===== config.mk =====
export PLATFORM = sky130hd
export DESIGN_NAME = we_regbank
export DESIGN_NICKNAME = d
export VERILOG_FILES = /design/src/rtl/we_pkg.sv /design/src/rtl/we_be_merge.sv /design/src/rtl/we_regbank.sv
export SDC_FILE = /design/constraint.sdc
export NUM_CORES = 1
export LEC_CHECK = 0
export ABC_AREA = 1
export BUFFER_PORTS_ARGS = -buffer_cell sky130_fd_sc_hd__buf_4
export CELL_PAD_IN_SITES_DETAIL_PLACEMENT = 2
export CELL_PAD_IN_SITES_GLOBAL_PLACEMENT = 2
export CORE_UTILIZATION = 36
export CTS_CLUSTER_SIZE = 30
export DETAILED_ROUTE_END_ITERATION = 7
export GPL_TIMING_DRIVEN = 0
export MAX_ROUTING_LAYER = met4
export PLACE_DENSITY = 0.79
export SLEW_MARGIN = 20
export SYNTH_ARGS = -nofsm -noshare
export SYNTH_HDL_FRONTEND = slang
export SYNTH_HIERARCHICAL = 1
export SYNTH_SLANG_ARGS = --single-unit
export TNS_END_PERCENT = 5

===== constraint.sdc =====
create_clock -name clk -period 2 [get_ports clk]
set_input_delay 0.1 -clock clk [delete_from_list [all_inputs] [get_ports clk]]
set_output_delay 0.1 -clock clk [all_outputs]
set_load 0.005 [all_outputs]

===== src/rtl/we_pkg.sv =====
// we_pkg: shared constants and the byte-lane merge helper for the
// we_regbank register bank. Optional feature macro used by the bank:
// WE_REGBANK_BYPASS_EN (same-cycle write-to-read forwarding).
package we_pkg;

  localparam int BYTE_W    = 8;
  localparam int DEF_WIDTH = 64;
  localparam int DEF_DEPTH = 8;
  localparam int DEF_CNT_W = 16;

  // One byte lane of a byte-enabled merge: take the new byte when enabled.
  function automatic logic [BYTE_W-1:0] be_merge(
    input logic [BYTE_W-1:0] old_b,
    input logic [BYTE_W-1:0] new_b,
    input logic              be
  );
    return be ? new_b : old_b;
  endfunction

endpackage


===== src/rtl/we_be_merge.sv =====
// we_be_merge: combinational WIDTH-bit byte merge. Every byte lane whose
// enable is set takes new_i, all other lanes keep old_i.
module we_be_merge
  import we_pkg::*;
#(
  parameter  int WIDTH = DEF_WIDTH,
  localparam int BE_W  = WIDTH / BYTE_W
) (
  input  logic [WIDTH-1:0] old_i,
  input  logic [WIDTH-1:0] new_i,
  input  logic [BE_W-1:0]  be_i,
  output logic [WIDTH-1:0] merged_o
);

  // Lane-by-lane merge through the shared package helper.
  always_comb begin
    merged_o = old_i;
    for (int i = 0; i < BE_W; i++) begin
      merged_o[i*BYTE_W +: BYTE_W] = be_merge(old_i[i*BYTE_W +: BYTE_W],
                                              new_i[i*BYTE_W +: BYTE_W],
                                              be_i[i]);
    end
  end

endmodule


===== src/rtl/we_regbank.sv =====
// we_regbank: DEPTH x WIDTH byte-enabled register bank with per-entry sticky
// write lock, registered read port and a saturating accepted-write counter.
// Optional feature macro: WE_REGBANK_BYPASS_EN. When defined, an accepted
// write to the entry being read in the same cycle is forwarded to rdata;
// otherwise the read returns the entry value from before the write.
//
// Handshake: there is no back-pressure. wn/lock/ren are single-cycle
// requests sampled at each rising edge; rvalid and wr_err are one-cycle
// pulses reporting on the request of the previous cycle.
module we_regbank
  import we_pkg::*;
#(
  parameter  int WIDTH  = DEF_WIDTH,
  parameter  int DEPTH  = DEF_DEPTH,
  parameter  int CNT_W  = DEF_CNT_W,
  localparam int ADDR_W = $clog2(DEPTH),
  localparam int BE_W   = WIDTH / BYTE_W
) (
  input  logic              clk,
  input  logic              rst_n,
  input  logic              wn,
  input  logic [ADDR_W-1:0] waddr,
  input  logic [WIDTH-1:0]  wdata,
  input  logic [BE_W-1:0]   wbe,
  input  logic              lock,
  input  logic              ren,
  input  logic [ADDR_W-1:0] raddr,
  output logic [WIDTH-1:0]  rdata,
  output logic              rvalid,
  output logic              wr_err,
  output logic [CNT_W-1:0]  wr_count,
  output logic [DEPTH-1:0]  locked
);

  // DEPTH need not be a power of two, so indices are range-checked with
  // one extra bit of headroom.
  localparam logic [ADDR_W:0] DEPTH_A = (ADDR_W+1)'(DEPTH);

  logic [WIDTH-1:0] mem_q [DEPTH];
  logic [WIDTH-1:0] mem_d [DEPTH];
  logic [DEPTH-1:0] locked_q, locked_d;
  logic [WIDTH-1:0] rdata_q, rdata_d;
  logic             rvalid_q, rvalid_d;
  logic             wr_err_q, wr_err_d;
  logic [CNT_W-1:0] wr_count_q, wr_count_d;

  logic             waddr_ok, raddr_ok;
  logic [WIDTH-1:0] w_old, r_old, w_merged, rd_word;
  logic             w_locked;
  logic             wr_accept, wr_reject;

  assign waddr_ok = {1'b0, waddr} < DEPTH_A;
  assign raddr_ok = {1'b0, raddr} < DEPTH_A;

  // Select the addressed write and read entries (out-of-range selects zero).
  always_comb begin
    w_old    = '0;
    r_old    = '0;
    w_locked = 1'b0;
    for (int i = 0; i < DEPTH; i++) begin
      if (waddr == ADDR_W'(i)) begin
        w_old    = mem_q[i];
        w_locked = locked_q[i];
      end
      if (raddr == ADDR_W'(i)) begin
        r_old = mem_q[i];
      end
    end
  end

  // Writes are judged against the lock state from before this edge, so a
  // lock and a write arriving together still let the write through.
  assign wr_accept = wn & waddr_ok & ~w_locked & (|wbe);
  assign wr_reject = wn & (~waddr_ok | w_locked);

  we_be_merge #(.WIDTH(WIDTH)) u_wr_merge (
    .old_i    (w_old),
    .new_i    (wdata),
    .be_i     (wbe),
    .merged_o (w_merged)
  );

`ifdef WE_REGBANK_BYPASS_EN
  logic [WIDTH-1:0] r_merged;
  logic             rd_fwd;

  we_be_merge #(.WIDTH(WIDTH)) u_byp_merge (
    .old_i    (r_old),
    .new_i    (wdata),
    .be_i     (wbe),
    .merged_o (r_merged)
  );

  // Rejected writes never have wr_accept set, so they are never forwarded.
  assign rd_fwd  = wr_accept & (waddr == raddr);
  assign rd_word = raddr_ok ? (rd_fwd ? r_merged : r_old) : '0;
`else
  // Read-first: the read sees the entry as it was before any same-cycle write.
  assign rd_word = raddr_ok ? r_old : '0;
`endif

  // Next-state for storage, locks, read port, error pulse and counter.
  always_comb begin
    for (int i = 0; i < DEPTH; i++) begin
      mem_d[i] = mem_q[i];
      if (wr_accept && (waddr == ADDR_W'(i))) begin
        mem_d[i] = w_merged;
      end
    end

    locked_d = locked_q;
    if (lock && waddr_ok) begin
      for (int i = 0; i < DEPTH; i++) begin
        if (waddr == ADDR_W'(i)) begin
          locked_d[i] = 1'b1;
        end
      end
    end

    rvalid_d = ren;
    rdata_d  = ren ? rd_word : rdata_q;
    wr_err_d = wr_reject;

    wr_count_d = wr_count_q;
    if (wr_accept && (wr_count_q != '1)) begin
      wr_count_d = wr_count_q + 1'b1;
    end
  end

  // State registers; reset clears everything immediately.
  always_ff @(posedge clk or negedge rst_n) begin
    if (!rst_n) begin
      for (int i = 0; i < DEPTH; i++) begin
        mem_q[i] <= '0;
      end
      locked_q   <= '0;
      rdata_q    <= '0;
      rvalid_q   <= 1'b0;
      wr_err_q   <= 1'b0;
      wr_count_q <= '0;
    end else begin
      for (int i = 0; i < DEPTH; i++) begin
        mem_q[i] <= mem_d[i];
      end
      locked_q   <= locked_d;
      rdata_q    <= rdata_d;
      rvalid_q   <= rvalid_d;
      wr_err_q   <= wr_err_d;
      wr_count_q <= wr_count_d;
    end
  end

  assign rdata    = rdata_q;
  assign rvalid   = rvalid_q;
  assign wr_err   = wr_err_q;
  assign wr_count = wr_count_q;
  assign locked   = locked_q;

endmodule

==> flow_summary.ini <==
[run_status]
outcome = finished, violations left
violations = negative hold slack, negative setup slack

[clock_network]
cts_tree = done
clk_pin_slew_ns = 0.06
htreeDepth = 3
cts_max_path_buffers = 3
cts_buffers = 76
cts.sinks = 602
clock_latency_ns = 0.65
cts-root-buf = clkbuf_16

[worst_hold_path]
hp-start = wdata[51]
hold_end = mem_q[243]
min-delay-path-class = in -> reg
holdPathStages = 5

[sta]
fmax_mhz = 436
period_minus_slack_ns = 2.30
slew_viol_final = 0
rsz0062_at_grt = yes
period_share_pct = 115
setup_violations = 502
setup_ws_ns = -0.296
hold_violations = 2
worst_pin_slew_ns = 1.30
slew_headroom_pct = 13.6
hold_ws_ns = -0.00636
finClkSkew_ns = 0.0262

[global_routing]
globalRouteOverflowTotal = 0
grt_max_degree = 86
track_usage_pct = 39.8
grt_pass1_wl_mm = 264
gr-usage-met2_pct = 60.4
grtUsageMet1_pct = 49.9
grt_pass1_vias = 38900
busiest_layer = met2
grt_antenna_before_repair = 12
met3_usage_pct = 7.39

[routing]
drt_first_iter_violations = 3372
drt-pass1-iter-count = 5
viasPerCell = 6.20
detail-route-antenna-nets = 0
wl_per_cell_um = 30.9
vias = 37300
routed_wl_mm = 186
drc = 0

[placement]
dpl_worst_slack_ns = -1.91
place_hpwl_mm = 125
io_buffers = 170
gp_congestion = 0.938

[run]
maxCapViolCount = 0

[floorplanning]
start_util_pct = 36.4
dieArea_mm2 = 0.0923
io_pins = 173
die_h_um = 304
die_w_um = 304
coreArea_mm2 = 0.0901
rows = 110

[cells_and_area]
drive_above_1_share_pct = 16.0
finalNetCount = 4860
final.fill_count = 10400
syn_to_final_growth_pct = 21.7
most-common-layout-cells = nand2_1 (1821), nand4_1 (661), dfrtp_1 (595)
layout_commonest_cell = nand2_1
final-seq-area_mm2 = 0.0151
multi_input_area_mm2 = 0.0154

[worst_setup_path]
start_kind = input port
r2r-end = mem_q[184]
cp.arrival_ns = 2.79
path_class = in -> reg
cp_max_fo = 10
worst_setup_path_end_kind = register
worstPathRequired_ns = 2.50
reg2reg_setup_slack_ns = -0.17
ff2ff_path_depth = 11
r2r_start = locked[1]

[logic_synthesis]
synth.yosys.seq_area_share_pct = 45.9
synth_cell_types = 36
ys_warn_count = 6
syn_area_per_cell_um2 = 7.29
syn-instance-count = 4502
ys_seq_elements = 602
synth_nets = 4586
synth_area_mm2 = 0.0328

[power]
leakage_nw = 19.7
power_mw = 40.5
power_density_mw_per_mm2 = 1020
vdd_drop_max_uv = 586
-- synthesized netlist by cell type --
master        n  area, µm²
a21oi_2       1       8.76
nand3b_1      1       7.51
buf_4         4       30.0
xnor2_1       7       61.3
o21bai_1      5       37.5
o211ai_1     21        158
clkbuf_2      5       25.0
nand3_2       1       10.0
buf_1        64        240
clkbuf_1    169        634
buf_6         9        101
dfrtp_1     602      15100
o211a_1       1       10.0
o2111ai_1    15        131
nand4_1     661       4140
xor2_1        6       52.6
inv_2        17       63.8
o21ai_0      35        175
nor2_1      264        991
a21oi_1     168        841
ha_1          1       12.5
nor4_1        3       18.8
nor3_4        2       32.5
nand3_1      21        105
inv_1       206        773
buf_2       167        836
o22ai_1      69        432
clkinv_1      2       7.51
o221ai_1     42        368
nand2_4       1       11.3
nand4_4       8        170
nand2_1    1913       7180
nor3_1        7       35.0
nand4_2       1       12.5
nor3_2        2       20.0
nor2_2        1       6.26
-- power breakdown --
part	internal (mW)	total, mW	switching [mW]
Combinational	3.10	9.47	6.38
Sequential	14.6	16.8	2.14
Clock	8.34	14.3	5.94
Total	26.1	40.5	14.5
-- per-layer routing --
metal	wire [µm]	share of wire, %	vias to the layer above
li1	-	-	15600
met1	75100	40	19500
met2	83600	45	1729
met3	16400	8.8	496
met4	10900	5.9	0
met5	0	0	-
-- logic make-up after synthesis --
kind of cell / share of synthesized area (%)
flip-flops: 45.9
AO/OA/AOI/OAI: 6.59
buffers and inverters: 8.27
adder cells (fa/ha/maj): 0.0381
XOR/XNOR: 0.347
AND/OR/NAND/NOR: 38.8
-- area by class of cell --
class	count	share of cell area, %
Sequential cell	602	37.8
Timing Repair Buffer	218	5.02
Inverter	225	2.13
Clock buffer	122	5.86
Clock inverter	10	0.323
Multi-Input combinational cell	3258	38.6
Antenna cell	9	0.0564
Tap cell	1176	3.69
Buffer	395	6.61
-- through the flow --
step / setup TNS [ns] / instance area, µm² / util (%) / cells / hold slack (ns)
2_1_floorplan: 0 / 32800 / - / 4502 / -0.196
3_3_place_gp: -4811.12 / 35500 / 39.4 / 5848 / 0.299
3_5_place_dp: -776.54 / 35900 / 39.8 / 5859 / 0.151
4_1_cts: -0.908 / 39000 / 43.2 / 6006 / 0.00993
5_1_grt: -28.33 / 39900 / 44.3 / 6014 / 0.0390
6_report: -36.67 / 39900 / 44.3 / 6015 / -0.00636
-- sequential cells by signal (all words and copies together) (netlist names) --
register,cells
rvalid,1
locked,8
rdata,64
mem_q,512
wr_err,1
wr_count,16
-- how the worst max path moves through the flow --
stage	end	from	slack (ns)
2_1_floorplan	mem_q[431]	waddr[0]	0.06
6_report	mem_q[446]	waddr[2]	-0.30
4_1_cts	mem_q[170]	locked[2]	-0.04
3_5_place_dp	mem_q[318]	waddr[2]	-1.91
3_3_place_gp	mem_q[41]	rst_n	-6.76
5_1_grt	mem_q[446]	waddr[2]	-0.23
-- critical path: stages --
cell and delay (ns):
buf_4 0.16, inv_2 0.17, nor3_4 0.30, inv_1 0.19, clkbuf_4 0.35, clkbuf_4 0.35
o21ai_1 0.24, nand4_1 0.12, nand2_1 0.09, nand2_1 0.26, nand4_1 0.28, nand2_1 0.13
-- what timing repair did --
action,in CTS,in global routing
gates cloned,1,1
hold buffers,5,0
hold endpoints to repair,114,0
setup endpoints to repair,561,538
setup buffers,24,7
resized for setup,200,341
pin swaps,9,15
Power figures use the tool's default switching activity.
